--- config.mk ---
export PLATFORM = sky130hd
export DESIGN_NAME = keypad_instruction_entry
export DESIGN_NICKNAME = d
export VERILOG_FILES = /design/src/rtl/keypad_instruction_entry.sv
export SDC_FILE = /design/constraint.sdc
export NUM_CORES = 1
export LEC_CHECK = 0
export BUFFER_PORTS_ARGS = -buffer_cell sky130_fd_sc_hd__buf_4
export CORE_MARGIN = 1
export CORE_UTILIZATION = 60
export CTS_BUF_LIST = sky130_fd_sc_hd__clkbuf_4
export CTS_CLUSTER_SIZE = 14
export DETAILED_ROUTE_END_ITERATION = 7
export PLACE_DENSITY = 0.88
export SKIP_LAST_GASP = 1
export SYNTH_ARGS = -nofsm -noshare
export SYNTH_HDL_FRONTEND = slang
export SYNTH_SLANG_ARGS = --single-unit
--- constraint.sdc ---
create_clock -name CLK100MHZ -period 3.8 [get_ports CLK100MHZ]
set_input_delay 0.76 -clock CLK100MHZ [delete_from_list [all_inputs] [get_ports CLK100MHZ]]
set_output_delay 0.76 -clock CLK100MHZ [all_outputs]
set_load 0.01 [all_outputs]
--- src/rtl/keypad_instruction_entry.sv ---
// Keypad instruction entry: scans a 4x4 active-low hex keypad one column at a
// time, debounces presses and releases over whole scan frames, and shifts each
// accepted hex digit into a 12-bit instruction word {op, A, B}.
//
// Ports:
//   CLK100MHZ     in   system clock
//   reset_n       in   synchronous active-low reset
//   row[3:0]      in   keypad rows, active-low, already synchronised
//   col[3:0]      out  keypad columns, active-low, exactly one low
//   clear         in   synchronous clear of instructions/digit_count
//   instructions  out  [11:8] op, [7:4] A, [3:0] B, newest digit in [3:0]
//   key_code      out  hex value of the last accepted key
//   key_valid     out  one-cycle pulse per accepted key
//   digit_count   out  digits entered since reset/clear, saturating at 3
`timescale 1ns / 1ps

module keypad_instruction_entry #(
  parameter int unsigned SCAN_DIV       = 100000,
  parameter int unsigned DEBOUNCE_SCANS = 4
) (
  input  logic        CLK100MHZ,
  input  logic        reset_n,
  input  logic [3:0]  row,
  output logic [3:0]  col,
  input  logic        clear,
  output logic [11:0] instructions,
  output logic [3:0]  key_code,
  output logic        key_valid,
  output logic [1:0]  digit_count
);

  localparam int unsigned DivW = $clog2(SCAN_DIV);
  localparam int unsigned CntW = $clog2(DEBOUNCE_SCANS + 1);
  localparam logic [DivW-1:0] DivLast   = DivW'(SCAN_DIV - 1);
  localparam logic [CntW-1:0] CntTarget = CntW'(DEBOUNCE_SCANS);

  typedef enum logic [1:0] {StIdle, StCandidate, StPressed} state_e;
  typedef enum logic [1:0] {FrNone, FrSingle, FrMulti} frame_e;

  function automatic logic [3:0] key_map(input logic [1:0] r, input logic [1:0] c);
    case ({r, c})
      4'h0: key_map = 4'h1;  4'h1: key_map = 4'h2;  4'h2: key_map = 4'h3;  4'h3: key_map = 4'hA;
      4'h4: key_map = 4'h4;  4'h5: key_map = 4'h5;  4'h6: key_map = 4'h6;  4'h7: key_map = 4'hB;
      4'h8: key_map = 4'h7;  4'h9: key_map = 4'h8;  4'hA: key_map = 4'h9;  4'hB: key_map = 4'hC;
      4'hC: key_map = 4'h0;  4'hD: key_map = 4'hF;  4'hE: key_map = 4'hE;  default: key_map = 4'hD;
    endcase
  endfunction

  // Column scan
  logic [DivW-1:0] r_div;
  logic [1:0]      r_col_idx;
  logic            w_sample;

  assign w_sample = (r_div == DivLast);
  assign col      = ~(4'b0001 << r_col_idx);

  always_ff @(posedge CLK100MHZ) begin
    if (!reset_n) begin
      r_div     <= '0;
      r_col_idx <= 2'd0;
    end else if (w_sample) begin
      r_div     <= '0;
      r_col_idx <= r_col_idx + 2'd1;
    end else begin
      r_div <= r_div + 1'b1;
    end
  end

  // Frame accumulator: counts row/column intersections (saturating at 2)
  // and remembers the code of the first one seen.
  logic [3:0] w_row_low;
  logic [2:0] w_hits;
  logic [1:0] w_hit_row;
  logic [3:0] w_hit_code;
  logic [2:0] w_total;
  logic [1:0] w_acc_n_next;
  logic [3:0] w_acc_code_next;
  logic [1:0] r_acc_n;
  logic [3:0] r_acc_code;
  frame_e     r_frame_kind;
  logic [3:0] r_frame_code;
  logic       r_frame_done;

  assign w_row_low = ~row;
  assign w_hits    = {2'b00, w_row_low[0]} + {2'b00, w_row_low[1]}
                   + {2'b00, w_row_low[2]} + {2'b00, w_row_low[3]};

  always_comb begin
    w_hit_row = 2'd0;
    if      (w_row_low[0]) w_hit_row = 2'd0;
    else if (w_row_low[1]) w_hit_row = 2'd1;
    else if (w_row_low[2]) w_hit_row = 2'd2;
    else if (w_row_low[3]) w_hit_row = 2'd3;
  end

  assign w_hit_code      = key_map(w_hit_row, r_col_idx);
  assign w_total         = {1'b0, r_acc_n} + w_hits;
  assign w_acc_n_next    = (w_total >= 3'd2) ? 2'd2 : w_total[1:0];
  assign w_acc_code_next = (r_acc_n == 2'd0) ? w_hit_code : r_acc_code;

  always_ff @(posedge CLK100MHZ) begin
    if (!reset_n) begin
      r_acc_n      <= 2'd0;
      r_acc_code   <= 4'h0;
      r_frame_kind <= FrNone;
      r_frame_code <= 4'h0;
      r_frame_done <= 1'b0;
    end else begin
      r_frame_done <= 1'b0;
      if (w_sample) begin
        if (r_col_idx == 2'd3) begin
          r_frame_done <= 1'b1;
          r_frame_code <= w_acc_code_next;
          r_frame_kind <= (w_acc_n_next == 2'd0) ? FrNone :
                          (w_acc_n_next == 2'd1) ? FrSingle : FrMulti;
          r_acc_n      <= 2'd0;
          r_acc_code   <= 4'h0;
        end else begin
          r_acc_n    <= w_acc_n_next;
          r_acc_code <= w_acc_code_next;
        end
      end
    end
  end

  // Debounce FSM; r_cnt counts stable press frames in StCandidate and
  // release frames in StPressed.
  state_e          r_state, w_state_next;
  logic [CntW-1:0] r_cnt, w_cnt_next, w_cnt_inc;
  logic [3:0]      r_code, w_code_next;
  logic            w_accept;

  assign w_cnt_inc = r_cnt + 1'b1;

  always_ff @(posedge CLK100MHZ) begin
    if (!reset_n) begin
      r_state <= StIdle;
      r_cnt   <= '0;
      r_code  <= 4'h0;
    end else begin
      r_state <= w_state_next;
      r_cnt   <= w_cnt_next;
      r_code  <= w_code_next;
    end
  end

  always_comb begin
    w_state_next = r_state;
    w_cnt_next   = r_cnt;
    w_code_next  = r_code;
    w_accept     = 1'b0;
    if (r_frame_done) begin
      unique case (r_state)
        StIdle: begin
          if (r_frame_kind == FrSingle) begin
            w_code_next = r_frame_code;
            if (DEBOUNCE_SCANS == 1) begin
              w_accept     = 1'b1;
              w_state_next = StPressed;
              w_cnt_next   = '0;
            end else begin
              w_state_next = StCandidate;
              w_cnt_next   = CntW'(1);
            end
          end
        end
        StCandidate: begin
          if (r_frame_kind == FrSingle) begin
            if (r_frame_code == r_code) begin
              if (w_cnt_inc == CntTarget) begin
                w_accept     = 1'b1;
                w_state_next = StPressed;
                w_cnt_next   = '0;
              end else begin
                w_cnt_next = w_cnt_inc;
              end
            end else begin
              w_code_next = r_frame_code;
              w_cnt_next  = CntW'(1);
            end
          end else begin
            w_state_next = StIdle;
            w_cnt_next   = '0;
          end
        end
        StPressed: begin
          if (r_frame_kind == FrNone) begin
            if (w_cnt_inc == CntTarget) begin
              w_state_next = StIdle;
              w_cnt_next   = '0;
            end else begin
              w_cnt_next = w_cnt_inc;
            end
          end else begin
            // Any key still down restarts the release count; no auto-repeat.
            w_cnt_next = '0;
          end
        end
        default: begin
          w_state_next = StIdle;
          w_cnt_next   = '0;
        end
      endcase
    end
  end

  // Output datapath; clear overrides a coincident accept.
  logic [11:0] r_instr, w_instr_next;
  logic [1:0]  r_digits, w_digits_next;
  logic [3:0]  r_key_code, w_key_code_next;
  logic        r_key_valid, w_key_valid_next;

  always_comb begin
    w_instr_next     = r_instr;
    w_digits_next    = r_digits;
    w_key_code_next  = r_key_code;
    w_key_valid_next = 1'b0;
    if (w_accept) begin
      w_key_code_next  = r_frame_code;
      w_instr_next     = {r_instr[7:0], r_frame_code};
      w_digits_next    = (r_digits == 2'd3) ? 2'd3 : r_digits + 2'd1;
      w_key_valid_next = 1'b1;
    end
    if (clear) begin
      w_instr_next     = 12'h000;
      w_digits_next    = 2'd0;
      w_key_valid_next = 1'b0;
    end
  end

  always_ff @(posedge CLK100MHZ) begin
    if (!reset_n) begin
      r_instr     <= 12'h000;
      r_digits    <= 2'd0;
      r_key_code  <= 4'h0;
      r_key_valid <= 1'b0;
    end else begin
      r_instr     <= w_instr_next;
      r_digits    <= w_digits_next;
      r_key_code  <= w_key_code_next;
      r_key_valid <= w_key_valid_next;
    end
  end

  assign instructions = r_instr;
  assign digit_count  = r_digits;
  assign key_code     = r_key_code;
  assign key_valid    = r_key_valid;

endmodule

# ---- Word-level counts from Yosys, hierarchy flattened
# Memory sizes are Yosys's and may differ from the RTL's.
# Cells that the tools add are included.
dict set report op_classes {
  addsub 8
  order_cmp 1
  n_eq_ne 16
  shift 1
  mux 35
  n_bitwise 3
  n_reduce_logical 12
}
# cell count
set ops {}
lappend ops {{2-to-1 mux 2 bit} 15}
lappend ops {{2-to-1 mux 4 bit} 5}
lappend ops {{adder 17 x 1 -> 17 bit (second input constant)} 1}
lappend ops {{equality test 17 bit (second input constant)} 1}
lappend ops {{2-to-1 mux 3 bit} 5}
lappend ops {{!= test 2 bit (second input constant)} 5}
lappend ops {{case mux 3 bit (3 select lines)} 1}
lappend ops {{logical NOT 2 bit} 4}
lappend ops {{inverter 4 bit} 2}
lappend ops {{case mux 4 bit (2 select lines)} 1}
lappend ops {{2-to-1 mux 1 bit} 7}
lappend ops {{equality test 2 x 1 -> 1 bit (second input constant)} 3}
lappend ops {{equality test 2 bit (second input constant)} 3}
lappend ops {{!= test 3 bit (second input constant)} 2}
lappend ops {{case mux 2 bit (3 select lines)} 1}
lappend ops {{AND reduction 2 bit} 3}
lappend ops {{AND reduction 6 bit} 1}
lappend ops {{AND reduction 5 bit} 1}
lappend ops {{adder 2 x 1 -> 2 bit (second input constant)} 2}
lappend ops {{equality test 4 bit} 1}
lappend ops {{OR reduction 2 bit} 2}
lappend ops {{left shift 1 x 2 -> 4 bit (first input constant)} 1}
lappend ops {{adder 2 x 1 -> 3 bit} 1}
lappend ops {{adder 2 x 3 -> 3 bit} 1}
lappend ops {{7 further kinds} 7}
dict set report totals {
  regBits 60
  mem_bits_ro 64
  in_bits 7
  output_inout_bits 23
  mem_count 1
}
# name words word_bits rd rd_ports_with_merged_regs write_ports line
set mem_list {}
lappend mem_list {{(name not given)} 16 4 1 0 0 41} ;# case ({r, c})

# ---- Logic depth before layout (Yosys ltp)
dict set report depth {
  ltp_word 10
  mapped_depth 10
}

# ---- Least setup slack after synthesis
# No wires, ideal clock.
dict set report synth_path {
  path_type {in2reg}
  startpoint {input row[0]}
  endpoint {register r_acc_n[0]}
  setup_ps 65
  arrival_ps 2770
  t_required_ps 3735
  slack_ps 965
  cell_stages 10
  path_cell_list {inv_1 -> fa_1 -> inv_1 -> fa_1 -> inv_1 -> fa_1 -> or2_2 -> nor3_1 -> a21oi_1 -> nor2_1}
}
dict set report synth_via {
  elab_chain_cells 8
}
# item line
set synth_lines {}
lappend synth_lines {{start, declared} 23} ;# input logic [3:0] row,
lappend synth_lines {{inverter 4 bit (*)} 84} ;# assign w_row_low = ~row;
lappend synth_lines {{adder 1 x 1 -> 2 bit (*)} 85} ;# assign w_hits = {2'b00, w_row_low[0]} + {2'b00, w_row_low[1]}
lappend synth_lines {{adder 2 x 1 -> 3 bit (*)} 86} ;# + {2'b00, w_row_low[2]} + {2'b00, w_row_low[3]};
lappend synth_lines {{adder 3 x 1 -> 3 bit (*)} 86}
lappend synth_lines {{adder 2 x 3 -> 3 bit (*)} 97} ;# assign w_total = {1'b0, r_acc_n} + w_hits;
lappend synth_lines {{greater-or-equal comparator 3 x 2 -> 1 bit} 98} ;# assign w_acc_n_next = (w_total >= 3'd2) ? 2'd2 : w_total[1:0];
lappend synth_lines {{2-to-1 mux 2 bit (*)} 98}
lappend synth_lines {{2-to-1 mux 2 bit (*)} 111} ;# if (r_col_idx == 2'd3) begin
lappend synth_lines {{end signal, assigned} 119} ;# r_acc_n <= w_acc_n_next;
lappend synth_lines {{end, declared} 78} ;# logic [1:0] r_acc_n;
# Mark *: on every way between the ends. The rest lies on a longest branch, timed or not.
# A chain may end at the register's enable or synchronous reset.

# ---- Final worst setup path
# Same ends and word-level chain as after synthesis.

==> impl_metrics.yaml <==
status:
  run_status: "finished with violations"
  violations: "design-rule violations"
logic_synthesis:
  syn_nets: 349
  synth-compound-area-share: 0.1076
  yosys.area_share.adder: 0.05646
  synth_ff_type: "dfxtp_1"
  synthArstFlopShare: 0
  synth_edf_count: 0
  ys_seq_elements: 60
  syn_inst: 331
  synth_xor_area_frac: 0.06484
  synth_top_family_by_area: "simple AND/OR/NAND/NOR gates"
  syn-mean-instance-area_um2: 8.569
  synth.area.mux_share: 0.02823
  netlist_area_mm2: 0.002836
  yosysWarnings: 0
  ys_seq_area_frac: 0.4235
  synth_cell_types: 51
  yosys.area_share.simple: 0.2735
clocking:
  clkSinkCount: 60
  post_cts_buffers: 0
  cts-root-buf: "clkbuf_4"
  clock_path_buffers: 2
  h-tree-depth: 3
  cts_hold_repair.buffers: 0
  cts_resized: 0
  clk_transition_reported_paths_ps: 110
  numCtsBuffers: 9
  clkLatencyLatePin_ps: 400
  tritoncts: "yes"
drt:
  first_pass_iters: 6
  via_count: 2310
  remaining_drc_errors: 5
  drt_iter0_markers: 112
  avgViaCountPerCell: 5.580
  ant_nets: 0
  wire_per_inst_um: 13.02
  routed_wl_mm: 5.390
setup_path:
  path_class: "in -> reg"
  cp-end-kind: "register"
  worst_setup_path_start_kind: "input pin"
  cp_data_arrival_time_ps: 3020
  worst_path_max_delay_cell: "fa_1"
  cp_cell_sequence: "buf_4 > inv_1 > fa_1 > inv_1 > fa_1 > inv_1 > fa_1 > or2_2 > nor3_1 > a21oi_1 > nor2_1"
  path_delay_family: "adder cells"
  slowest_delay_ps: 540
  crit_buf_inv: 4
  crit_required_ps: 4140
  crit_fanout: 4
global_route:
  use_met1: 0.2781
  top_usage_layer: "met2"
  grt_pass1_vias: 2226
  grt_overflow: 0
  grt_pass1_wl_mm: 9.453
  met2_usage: 0.4092
  antenna_found_initial: 0
  track_usage: 0.2379
  grt_max_degree: 23
  met3_usage: 0.07550
floorplan:
  die_w_um: 70.76
  rows: 24
  initial_utilization: 0.6382
  fp.dieH_um: 70.76
  die_area_mm2: 0.005006
  fp.coreArea_mm2: 0.004444
  pin_count: 30
layout:
  area_delta_synth_final_pct: 12.84
  layout_common_cells: "dfxtp_1 (60), nand2_1 (43), nor2_1 (40)"
  final_common_cell: "dfxtp_1"
  final_nets: 375
  drive_gt1_frac: 0.1575
  diodes: 0
job:
  cap_violations: 0
power_and_ir_drop:
  power_density_mw_per_mm2: 368.0
  clockPowerShare: 0.424
  total_power_uw: 1178
  pwr-share-comb: 0.038
  pwr-share-seq: 0.538
  leakagePower_uw: 0.001289
  sw_frac_of_total: 0.2260
  peakVddDrop_v: 0.0003509
  p_int_uw: 911.6
  power_switching_uw: 266.2
timing:
  worst_pin_slew_ps: 717.2
  fmaxAchievable_ghz: 0.3729
  tns_ps: 0
  finalHoldViolations: 0
  slew_violations: 0
  clock_skew_ps: 13.41
  post-route-period-util: 0.7057
  finalCriticalPeriod_ps: 2682
  setup_viol: 0
  max_slew_margin: 0.5213
  rsz0062_at_grt: "no"
placement:
  port_buffers: 29
  gp_congestion: 0.8382
  dpl.hpwl_mm: 3.765
min_path:
  hp-class: "reg -> reg"
==> layer usage <==
layer / part of all wire / vias up / wire length [um]
li1: - / 1181 / -
met1: 0.45 / 1072 / 2449
met2: 0.48 / 48 / 2607
met3: 0.046 / 9 / 247
met4: 0.016 / 0 / 85
met5: 0 / - / 0
==> worst register-to-register path: stages (launching register included) <==
cell and delay [ps]:
dfxtp_1 410, ha_1 230, and4_1 380, nand4_1 490, nand2_1 610, nor2_1 110
==> path summary, 6_finish.rpt <==
check                               start                            to  slack (ps)  cells past startpoint
max reg2reg           r_div[0]$_SDFF_PP0_           r_div[4]$_SDFF_PP0_        1450                      5
min          instructions[8]$_SDFFE_PP0P_  instructions[8]$_SDFFE_PP0P_         460                      2
min reg2reg  instructions[8]$_SDFFE_PP0P_  instructions[8]$_SDFFE_PP0P_         460                      2
max                                row[0]       r_acc_n[0]$_SDFFE_PN0N_        1120                     11
==> sequential cells by signal (all words and copies together), names as in the netlist, 3 cells and up <==
register and flops:
r_acc_code 4, instructions 12, r_cnt 3, r_div 17, key_code 4, r_frame_code 4
r_code 4
==> power by group through the flow <==
stage | Sequential (uW) | Clock [uW] | Combinational (uW)
2_1_floorplan | 648 | 0 | 29.9
3_5_place_dp | 649 | 0 | 44.6
4_1_cts | 634 | 509 | 44.7
3_3_place_gp | 648 | 0 | 42.8
5_1_grt | 635 | 544 | 51.3
6_report | 634 | 499 | 44.9
==> synth_stat cells, drive strengths merged (2+ instances only) <==
library cell  instances  area share
and4                  3      0.0093
nor3                  7       0.014
o21ai                 7       0.012
o211ai                2      0.0053
clkbuf                8       0.011
nand3b                2      0.0053
and4bb                2      0.0088
fa                    3       0.021
buf                   6       0.017
nand2b                4      0.0088
xor2                 10       0.031
nor2b                 6       0.013
ha                    8       0.035
or2                   4      0.0088
o31ai                 4       0.011
nor4                  2      0.0044
o41ai                 2      0.0062
nor2                 40       0.053
nand3                14       0.025
nand2                45       0.063
nand4                 5       0.011
dfxtp                60        0.42
xnor2                11       0.034
mux2i                 8       0.028
nor4b                 2      0.0084
inv                  14       0.019
or3                   3      0.0084
and3                  5       0.012
a21oi                31       0.056
nor3b                 4       0.011
==> area by class of cell <==
cell class                      instances  area (um^2)
Multi-Input combinational cell        243         1505
Fill cell                             333         1244
Sequential cell                        60         1201
Timing Repair Buffer                   29        217.7
Tap cell                               52        65.06
Inverter                               14        52.55
Clock inverter                          7        91.34
Clock buffer                            9        67.56
==> stage by stage <==
stage               utilization  hold slack [ps]  worst slack, ps  cells  instance area, um^2
finish                   0.7202            456.2             1118    414                 3201
global route             0.7202            494.7            982.3    414                 3201
CTS                      0.7202            461.7             1152    414                 3201
detailed placement       0.6844            447.5            697.9    398                 3042
global placement         0.6844            440.1            796.9    398                 3042
floorplan                     -            441.5            965.3    331                 2836
==> cells by family (layout without fill, tap and decap cells) <==
kind of cell	Yosys count	count (layout)
simple gates	151	151
flops	60	60
compound gates	52	52
buf+inv	28	59
xor+xnor	21	21
fa+ha+maj	11	11
mux	8	8
Power figures use the tool's default switching activity.
